File: src/rtl/count_game_ctrl.sv
// count_game_ctrl: key front end and game sequencer for the counting game.
// Each key is synchronised, debounced and turned into a one-cycle press
// pulse. A start press begins a countdown from START_VAL to 0, one step every
// TICKS_PER_SEC cycles. Hit presses during the countdown are counted and
// saturate at 255. 'done' flags the end of the game.
// Optional build macro: COUNT_GAME_PAUSE_EN adds a PAUSE state. With it, a
// start press during RUN freezes the game, and the next start press resumes it.
`timescale 1ns/1ps

module count_game_ctrl #(
  parameter int START_VAL     = 6,
  parameter int TICKS_PER_SEC = 1000,
  parameter int DEB_CYCLES    = 20
) (
  input  logic       clk,
  input  logic       rst_n,
  input  logic       key_start,
  input  logic       key_hit,
  output logic [2:0] num,
  output logic [7:0] hit_cnt,
  output logic       done
);

  localparam int DEB_W  = (DEB_CYCLES > 1) ? $clog2(DEB_CYCLES) : 1;
  localparam int TICK_W = (TICKS_PER_SEC > 1) ? $clog2(TICKS_PER_SEC) : 1;

  localparam logic [DEB_W-1:0]  DEB_LAST  = DEB_W'(DEB_CYCLES - 1);
  localparam logic [TICK_W-1:0] TICK_LAST = TICK_W'(TICKS_PER_SEC - 1);
  localparam logic [2:0]        START_NUM = 3'(START_VAL);

`ifdef COUNT_GAME_PAUSE_EN
  typedef enum logic [1:0] {
    S_IDLE  = 2'd0,
    S_RUN   = 2'd1,
    S_DONE  = 2'd2,
    S_PAUSE = 2'd3
  } state_t;
`else
  typedef enum logic [1:0] {
    S_IDLE  = 2'd0,
    S_RUN   = 2'd1,
    S_DONE  = 2'd2
  } state_t;
`endif

  // Bit 0 is the start key and bit 1 is the hit key.
  logic [1:0] w_raw_keys;
  logic [1:0] w_press;
  logic       w_start;
  logic       w_hit;

  assign w_raw_keys = {key_hit, key_start};
  assign w_start    = w_press[0];
  assign w_hit      = w_press[1];

  genvar gi;
  generate
    for (gi = 0; gi < 2; gi++) begin : gen_key
      logic             r_sync0;
      logic             r_sync1;
      logic             r_stable;
      logic             r_press;
      logic [DEB_W-1:0] r_deb_cnt;

      // Synchronise the key, and accept a new level once it has differed from
      // the stable level for DEB_CYCLES cycles in a row. Only a 0->1 change
      // produces a press pulse.
      always_ff @(posedge clk or negedge rst_n) begin
        if (!rst_n) begin
          r_sync0   <= 1'b0;
          r_sync1   <= 1'b0;
          r_stable  <= 1'b0;
          r_press   <= 1'b0;
          r_deb_cnt <= '0;
        end else begin
          r_sync0 <= w_raw_keys[gi];
          r_sync1 <= r_sync0;
          r_press <= 1'b0;
          if (r_sync1 == r_stable) begin
            r_deb_cnt <= '0;
          end else if (r_deb_cnt == DEB_LAST) begin
            r_stable  <= r_sync1;
            r_deb_cnt <= '0;
            r_press   <= r_sync1;
          end else begin
            r_deb_cnt <= r_deb_cnt + DEB_W'(1);
          end
        end
      end

      assign w_press[gi] = r_press;
    end
  endgenerate

  state_t              r_state;
  state_t              w_state_next;
  logic [TICK_W-1:0]   r_tick;
  logic [TICK_W-1:0]   w_tick_next;
  logic [2:0]          r_num;
  logic [2:0]          w_num_next;
  logic [7:0]          r_hit_cnt;
  logic [7:0]          w_hit_cnt_next;
  logic                r_done;
  logic                w_done_next;

  // Game state register. All outputs are registered here.
  always_ff @(posedge clk or negedge rst_n) begin
    if (!rst_n) begin
      r_state   <= S_IDLE;
      r_tick    <= '0;
      r_num     <= START_NUM;
      r_hit_cnt <= 8'd0;
      r_done    <= 1'b0;
    end else begin
      r_state   <= w_state_next;
      r_tick    <= w_tick_next;
      r_num     <= w_num_next;
      r_hit_cnt <= w_hit_cnt_next;
      r_done    <= w_done_next;
    end
  end

  // Next-state logic. A start press always takes priority over a hit press
  // in the same cycle.
  always_comb begin
    w_state_next   = r_state;
    w_tick_next    = r_tick;
    w_num_next     = r_num;
    w_hit_cnt_next = r_hit_cnt;
    w_done_next    = r_done;

    case (r_state)
      S_IDLE: begin
        w_num_next  = START_NUM;
        w_done_next = 1'b0;
        if (w_start) begin
          w_state_next   = S_RUN;
          w_tick_next    = '0;
          w_hit_cnt_next = 8'd0;
        end
      end

      S_RUN: begin
        if (w_start) begin
`ifdef COUNT_GAME_PAUSE_EN
          w_state_next = S_PAUSE;
`else
          w_tick_next    = '0;
          w_num_next     = START_NUM;
          w_hit_cnt_next = 8'd0;
`endif
        end else begin
          if (w_hit && (r_hit_cnt != 8'hFF)) begin
            w_hit_cnt_next = r_hit_cnt + 8'd1;
          end
          if (r_tick == TICK_LAST) begin
            w_tick_next = '0;
            if (r_num == 3'd1) begin
              // The final wrap ends the game on this same edge.
              w_num_next   = 3'd0;
              w_state_next = S_DONE;
              w_done_next  = 1'b1;
            end else begin
              w_num_next = r_num - 3'd1;
            end
          end else begin
            w_tick_next = r_tick + TICK_W'(1);
          end
        end
      end

      S_DONE: begin
        w_num_next  = 3'd0;
        w_done_next = 1'b1;
        if (w_start) begin
          w_state_next   = S_RUN;
          w_tick_next    = '0;
          w_num_next     = START_NUM;
          w_hit_cnt_next = 8'd0;
          w_done_next    = 1'b0;
        end
      end

`ifdef COUNT_GAME_PAUSE_EN
      S_PAUSE: begin
        // Tick, num and hit_cnt stay frozen. Hits are ignored while paused.
        if (w_start) begin
          w_state_next = S_RUN;
        end
      end
`endif

      default: begin
        w_state_next = S_IDLE;
        w_tick_next  = '0;
        w_num_next   = START_NUM;
        w_done_next  = 1'b0;
      end
    endcase
  end

  assign num     = r_num;
  assign hit_cnt = r_hit_cnt;
  assign done    = r_done;

endmodule
File: config.mk
export PLATFORM = sky130hd
export DESIGN_NAME = count_game_ctrl
export DESIGN_NICKNAME = d
export VERILOG_FILES = /design/src/rtl/count_game_ctrl.sv
export SDC_FILE = /design/constraint.sdc
export NUM_CORES = 1
export LEC_CHECK = 0
export ABC_AREA = 1
export CORE_MARGIN = 2
export CORE_UTILIZATION = 55
export CTS_BUF_LIST = sky130_fd_sc_hd__clkbuf_8
export DETAILED_ROUTE_END_ITERATION = 16
export GPL_TIMING_DRIVEN = 0
export MAX_ROUTING_LAYER = met4
export PLACE_DENSITY = 0.85
export SYNTH_ARGS = -nofsm -noshare
export SYNTH_HDL_FRONTEND = slang
export SYNTH_SLANG_ARGS = --single-unit
export TNS_END_PERCENT = 5
File: constraint.sdc
create_clock -name clk -period 1.6 [get_ports clk]
set_input_delay 0.16 -clock clk [delete_from_list [all_inputs] [get_ports clk]]
set_output_delay 0.16 -clock clk [all_outputs]
set_load 0.1 [all_outputs]
# --- Yosys cells after proc, flatten, opt, wreduce, memory -nomap -nowiden ---
# Index checks and enable logic that the tools add are counted.
totals:
  reg_bits: 42
  word_cells: 77
  inputBits: 4
  output_inout_bits: 12
op_classes:
  eq_ne: 15
  bitwise: 2
  muxes: 31
  add_sub_neg: 5
  reduce_logical: 9
op_table:
  columns: ["cell", "count"]
  rows:
  - ["$mux W10", 3]
  - ["$mux W8", 3]
  - ["$mux W5", 4]
  - ["$pmux W10 S2", 1]
  - ["$pmux W8 S2", 1]
  - ["$mux W3", 4]
  - ["$add A10 B1 Y10 const B", 1]
  - ["$add A5 B1 Y5 const B", 2]
  - ["$eq A10 B10 Y1 const B", 1]
  - ["$eq A5 B5 Y1 const B", 2]
  - ["$add A8 B1 Y8 const B", 1]
  - ["$mux W1", 8]
  - ["$mux W2", 4]
  - ["$ne A8 B8 Y1 const B", 1]
  - ["$ne A2 B2 Y1 const B", 3]
  - ["$ne A3 B3 Y1 const B", 2]
  - ["$pmux W3 S2", 1]
  - ["$reduce_and A3 Y1", 2]
  - ["$pmux W2 S2", 1]
  - ["$reduce_and A2 Y1", 2]
  - ["$reduce_and A4 Y1", 1]
  - ["$eq A3 B1 Y1 const B", 1]
  - ["$sub A3 B1 Y3 const B", 1]
  - ["$eq A1 B1 Y1", 2]
  - ["other kinds (9)", 10]

# --- Depth between registers and ports, before layout ---
logic_depth:
  word_depth: 5
  depth_mapped: 11
  mapped_depth_nobuf: 11

# --- Worst setup path after synthesis ---
# OpenSTA, ideal clock, no wires.
synth_timing:
  path_kind: "register to register"
  startpoint: "register r_hit_cnt[0], in the netlist hit_cnt[0]"
  endpoint: "register r_hit_cnt[5], in the netlist hit_cnt[5]"
  n_path_buf: 1
  slack_ns: -0.489
  synth_period_minus_slack_ns: 2.089
  arrival_ns: 2.013
  path_stages_with_launch: 11
  required_ns: 1.524
  setup_ns: 0.076
  cell_sequence: "dfrtp_1 ha_1 nand2_1 nor2_1 nand2_1 nand2_1 nand2_1 nand2_4 buf_6 nand2_1 o21ai_1"
synth_via:
  elab_chain_len: 4
  word_cells_on_any_way: 8
  classes_between: "add/sub: 1; eq/ne: 2; mux: 3; reduce/logical: 2"
synth_rtl:
  columns: ["item", "line_no", "text"]
  rows:
  - ["start, declared", "101", "logic [7:0] r_hit_cnt;"]
  - ["start signal, assigned", "118", "r_hit_cnt <= w_hit_cnt_next;"]
  - ["$add A8 B1 Y8 or $ne A8 B8 Y1 (tied branches)", "154, 153", null]
  - ["$mux W8 or $logic_and A1 B1 Y1 (tied branches)", "153", "if (w_hit && (r_hit_cnt != 8'hFF)) begin"]
  - ["$mux W8 or $ne A3 B3 Y1 (tied branches)", null, null]
  - ["$pmux W8 S2 or $reduce_and A3 Y1 (tied branches)", null, null]
# Parallel ways exist; a longest one is shown, timed or not. The select of a mux whose other input is x is not followed.
# A chain may end at the register's enable or synchronous reset.

# --- Final worst setup path ---
layout_timing:
  startpoint: "register r_state[0]"
  endpoint: "register r_hit_cnt[6], in the netlist hit_cnt[6]"
layout_via:
  elab_chain_len: 4
  word_cells_on_any_way: 9
  classes_between: "eq/ne: 4; mux: 1; reduce/logical: 4"
layout_rtl:
  columns: ["item", "line_no", "text"]
  rows:
  - ["start, declared", "95", "state_t r_state;"]
  - ["start signal, assigned", "115", "r_state <= w_state_next;"]
  - ["$eq A2 B2 Y1 or $logic_not A2 Y1 (tied branches)", "132", "case (r_state)"]
  - ["$reduce_or A2 Y1 (no line)", null, null]
  - ["$ne A2 B1 Y1 (no line) or $reduce_bool A2 Y1 (tied branches)", null, null]
  - ["$reduce_and A3 Y1 (no line)", null, null]
# Parallel ways exist; a longest one is shown, timed or not.

==> flow_summary.toml <==
[outcome]
run_status = "complete, no violations"

[sta]
worst_rel_slew_slack_pct = 63.0
post_route_clock_period_utilization_pct = 98.8
final_period_minus_worst_setup_slack_ns = 1.58
clock-skew-final_ns = 0.00561
clock.fmax_mhz = 633
rsz0062_at_grt = "yes"
report.final.slew_viol_count = 0
finalSetupViolCount = 0
finalHoldViolations = 0
setup_tns_ns = 0
max_slew.worst_pin.slew_ns = 0.558
layout_setup_ws_ns = 0.0192

[final_layout]
num_antenna_cells = 0
syn_to_final_growth_pct = 17.9
multi_input_comb_area_um2 = 1030
ff_latch_area_um2 = 1070
fillCellCount = 305
drive_above_1_share_pct = 20.3
final_design_area_no_fill_um2 = 2610
num-nets-final = 308

[yosys]
synth-seq-cells = 42
post_synth_main_area_contributors = "dfrtp_1, nand2_1, nor2_1"
synthesis.area_per_instance_um2 = 8.23
synth_cell_type_count = 30
async_reset_ff_share_pct = 100
yosys_warnings = 0
netlist.area_leader.share_pct = 45.2
synth_most_common_cell = "nand2_1"
fraction_of_the_yosys_area_taken_by_sequential_cells_pct = 47.6
syn_area_um2 = 2210
synth_area_leader = "dfrtp_1"
netlist_top_cells_count = "nand2_1, dfrtp_1, nor2_1"
synthCells = 269
number_of_enable_flip_flop_cells_after_synthesis = 0
synthFlopType = "dfrtp_1"
mappedNetlistNets = 283

[clocking]
cts_num_sinks = 42
cts-root-to-sink-buffers = 2
worst_skew_pair.late_latency_ns = 0.31
cts_root_buffer_type = "clkbuf_8"
numCtsBuffers = 5
ctsHtreeMaxLevel = 2
cts_tree = "built"
clk_pin_slew_worst_paths_ns = 0.09

[drt]
initialDrtViolationCount = 130
drtAntennaViolNets = 0
routedWlPerCell_um = 11.4
wl_um = 3920
count_of_vias_placed_by_the_detailed_router = 1733
viasPerCell = 5.02
remaining_drc_errors = 0
drt_first_pass_iters = 4

[placed_design]
dpl-instance-area_um2 = 2470
place.gp.congestion = 0.866
pre_cts_ws_ns = -0.277
place.port_buffers = 15
detailedPlacementHpwl_um = 2820

[floorplanning]
design.die.area_um2 = 4550
dieWidth_um = 67.5
die_h_um = 67.5
ios = 16
floorplan.initialDensity_pct = 56.2
core_region_area_um2 = 3940
row_count = 23

[setup_path]
timing.critical_path.arrival_ns = 1.78
cp_num_buf_inv = 2
critical-path-slowest-cell = "dfrtp_1"
worst_path_maximum_fanout = 10
critical_path_class = "reg -> reg"
worstSetupStartpointType = "flop"
critical_path.cell_chain = "inv_2 -> ha_2 -> nor2_8 -> nor2_4 -> a21oi_4 -> nand2_4 -> buf_6 -> nand2_1 -> o21ai_1"
cp_data_required_time_ns = 1.80
slowest_delay_ns = 0.42
endpoint_kind = "flop"
worst_path_dominant_cell_family = "flip-flops"

[global_route]
largest_net_degree_at_the_start_of_global_routing = 23
grt_use_total_pct = 20.1
initial_antenna_violation_count = 0
first_global_vias = 1617
globalRouteOverflowTotal = 0
grt_pass1_wl_um = 6640

[run]
maxCapViolations = 0

[power_and_ir_drop]
design_power_total_mw = 3.31
p_per_area_nw_per_um2 = 1270
leakage_nw = 1.23
ir_drop_worst_case_vdd_mv = 0.706

[min_path]
hold_class = "in -> reg"
path summary, 6_finish.rpt:
path,start,to,slack (ns),depth (start not counted)
min in group asynchronous,rst_n,num[0]$_DFFE_PN0P_,0.35,2
min reg2reg,gen_key[1].r_sync0$_DFF_PN0_,gen_key[1].r_sync1$_DFF_PN0_,0.35,0
max reg2reg,r_state[0]$_DFFE_PN0P_,hit_cnt[6]$_DFFE_PN0P_,0.02,9
max in group asynchronous,rst_n,hit_cnt[0]$_DFFE_PN0P_,0.76,3
max,r_state[0]$_DFFE_PN0P_,hit_cnt[6]$_DFFE_PN0P_,0.02,9
min,key_start,gen_key[0].r_sync0$_DFF_PN0_,0.29,1
layout make-up:
cell class              instances  area share [%]
clock inverters                 3           0.910
multi-input cells             188            39.6
clock buffers                   5            2.64
inverters                      36            5.17
flip-flops and latches         42            41.2
plain buffers                   3           0.815
repair buffers                 18            7.33
well taps                      50            2.40
where the power goes:
group,internal [mW],leakage (nW),total (mW),switching (mW)
Sequential,1.20,0.543,1.29,0.0878
Clock,0.312,0.0408,0.717,0.405
Combinational,0.381,0.648,1.30,0.921
Total,1.89,1.23,3.31,1.41
cell families (layout without fill, tap and decap cells):
group                    after synthesis  after routing  share of synthesized area [%]
AO/OA/AOI/OAI                         26             26                           6.84
XOR/XNOR                              11             11                           4.35
adder cells (fa/ha/maj)               10             10                           5.65
buffers and inverters                 39             65                           7.01
flip-flops                            42             42                           47.6
AND/OR/NAND/NOR                      141            141                           28.6
flip-flops by register name (all words and copies together), names as in the netlist:
name	flops
hit_cnt	8
num	3
gen_key.r_sync1	2
gen_key.r_stable	2
gen_key.r_sync0	2
done	1
gen_key.r_deb_cnt	10
r_tick	10
gen_key.r_press	2
r_state	2
layout by cell type (no fill, tap or decap), drive strengths merged:
| cell | netlist | layout |
|---|---|---|
| clkdlybuf4s18 | 0 | 1 |
| nand3 | 14 | 14 |
| xor2 | 8 | 8 |
| nand4 | 9 | 9 |
| dfrtp | 40 | 40 |
| clkdlybuf4s50 | 0 | 2 |
| xnor2 | 3 | 3 |
| clkdlybuf4s15 | 0 | 9 |
| a21oi | 7 | 7 |
| buf | 2 | 6 |
| inv | 36 | 37 |
| nand2 | 68 | 68 |
| o21ai | 18 | 18 |
| clkinvlp | 0 | 2 |
| nand3b | 1 | 1 |
| nor2 | 41 | 41 |
| dlygate4sd3 | 0 | 1 |
| o21bai | 1 | 1 |
| nor3 | 3 | 3 |
| clkbuf | 1 | 7 |
| or2 | 5 | 5 |
| ha | 10 | 10 |
| dfstp | 2 | 2 |
through the flow:
step	hold WS, ns	std cells	utilization [%]
4_1_cts	0.274	344	65.8
3_3_place_gp	0.333	334	62.1
2_1_floorplan	-0.136	269	-
5_1_grt	0.287	345	66.2
6_report	0.286	345	66.2
3_5_place_dp	0.168	335	62.6
metal layers:
| metal | wire [um] | vias to the layer above | GRT usage [%] |
|---|---|---|---|
| li1 | - | 893 | - |
| met1 | 1770 | 810 | 23.9 |
| met2 | 1960 | 23 | 32.7 |
| met3 | 120 | 7 | 4.50 |
| met4 | 71 | 0 | 9.18 |
| met5 | 0 | - | - |
timing repair:
item / CTS / global route
hold endpoints to repair: 19 / 0
pin swaps: 0 / 1
buffers inserted: 0 / 1
endpoints found under the setup margin: 28 / 21
gates resized for setup: 41 / 7
hold buffers: 1 / 0
No activity file was read; power rests on OpenSTA's default activity.
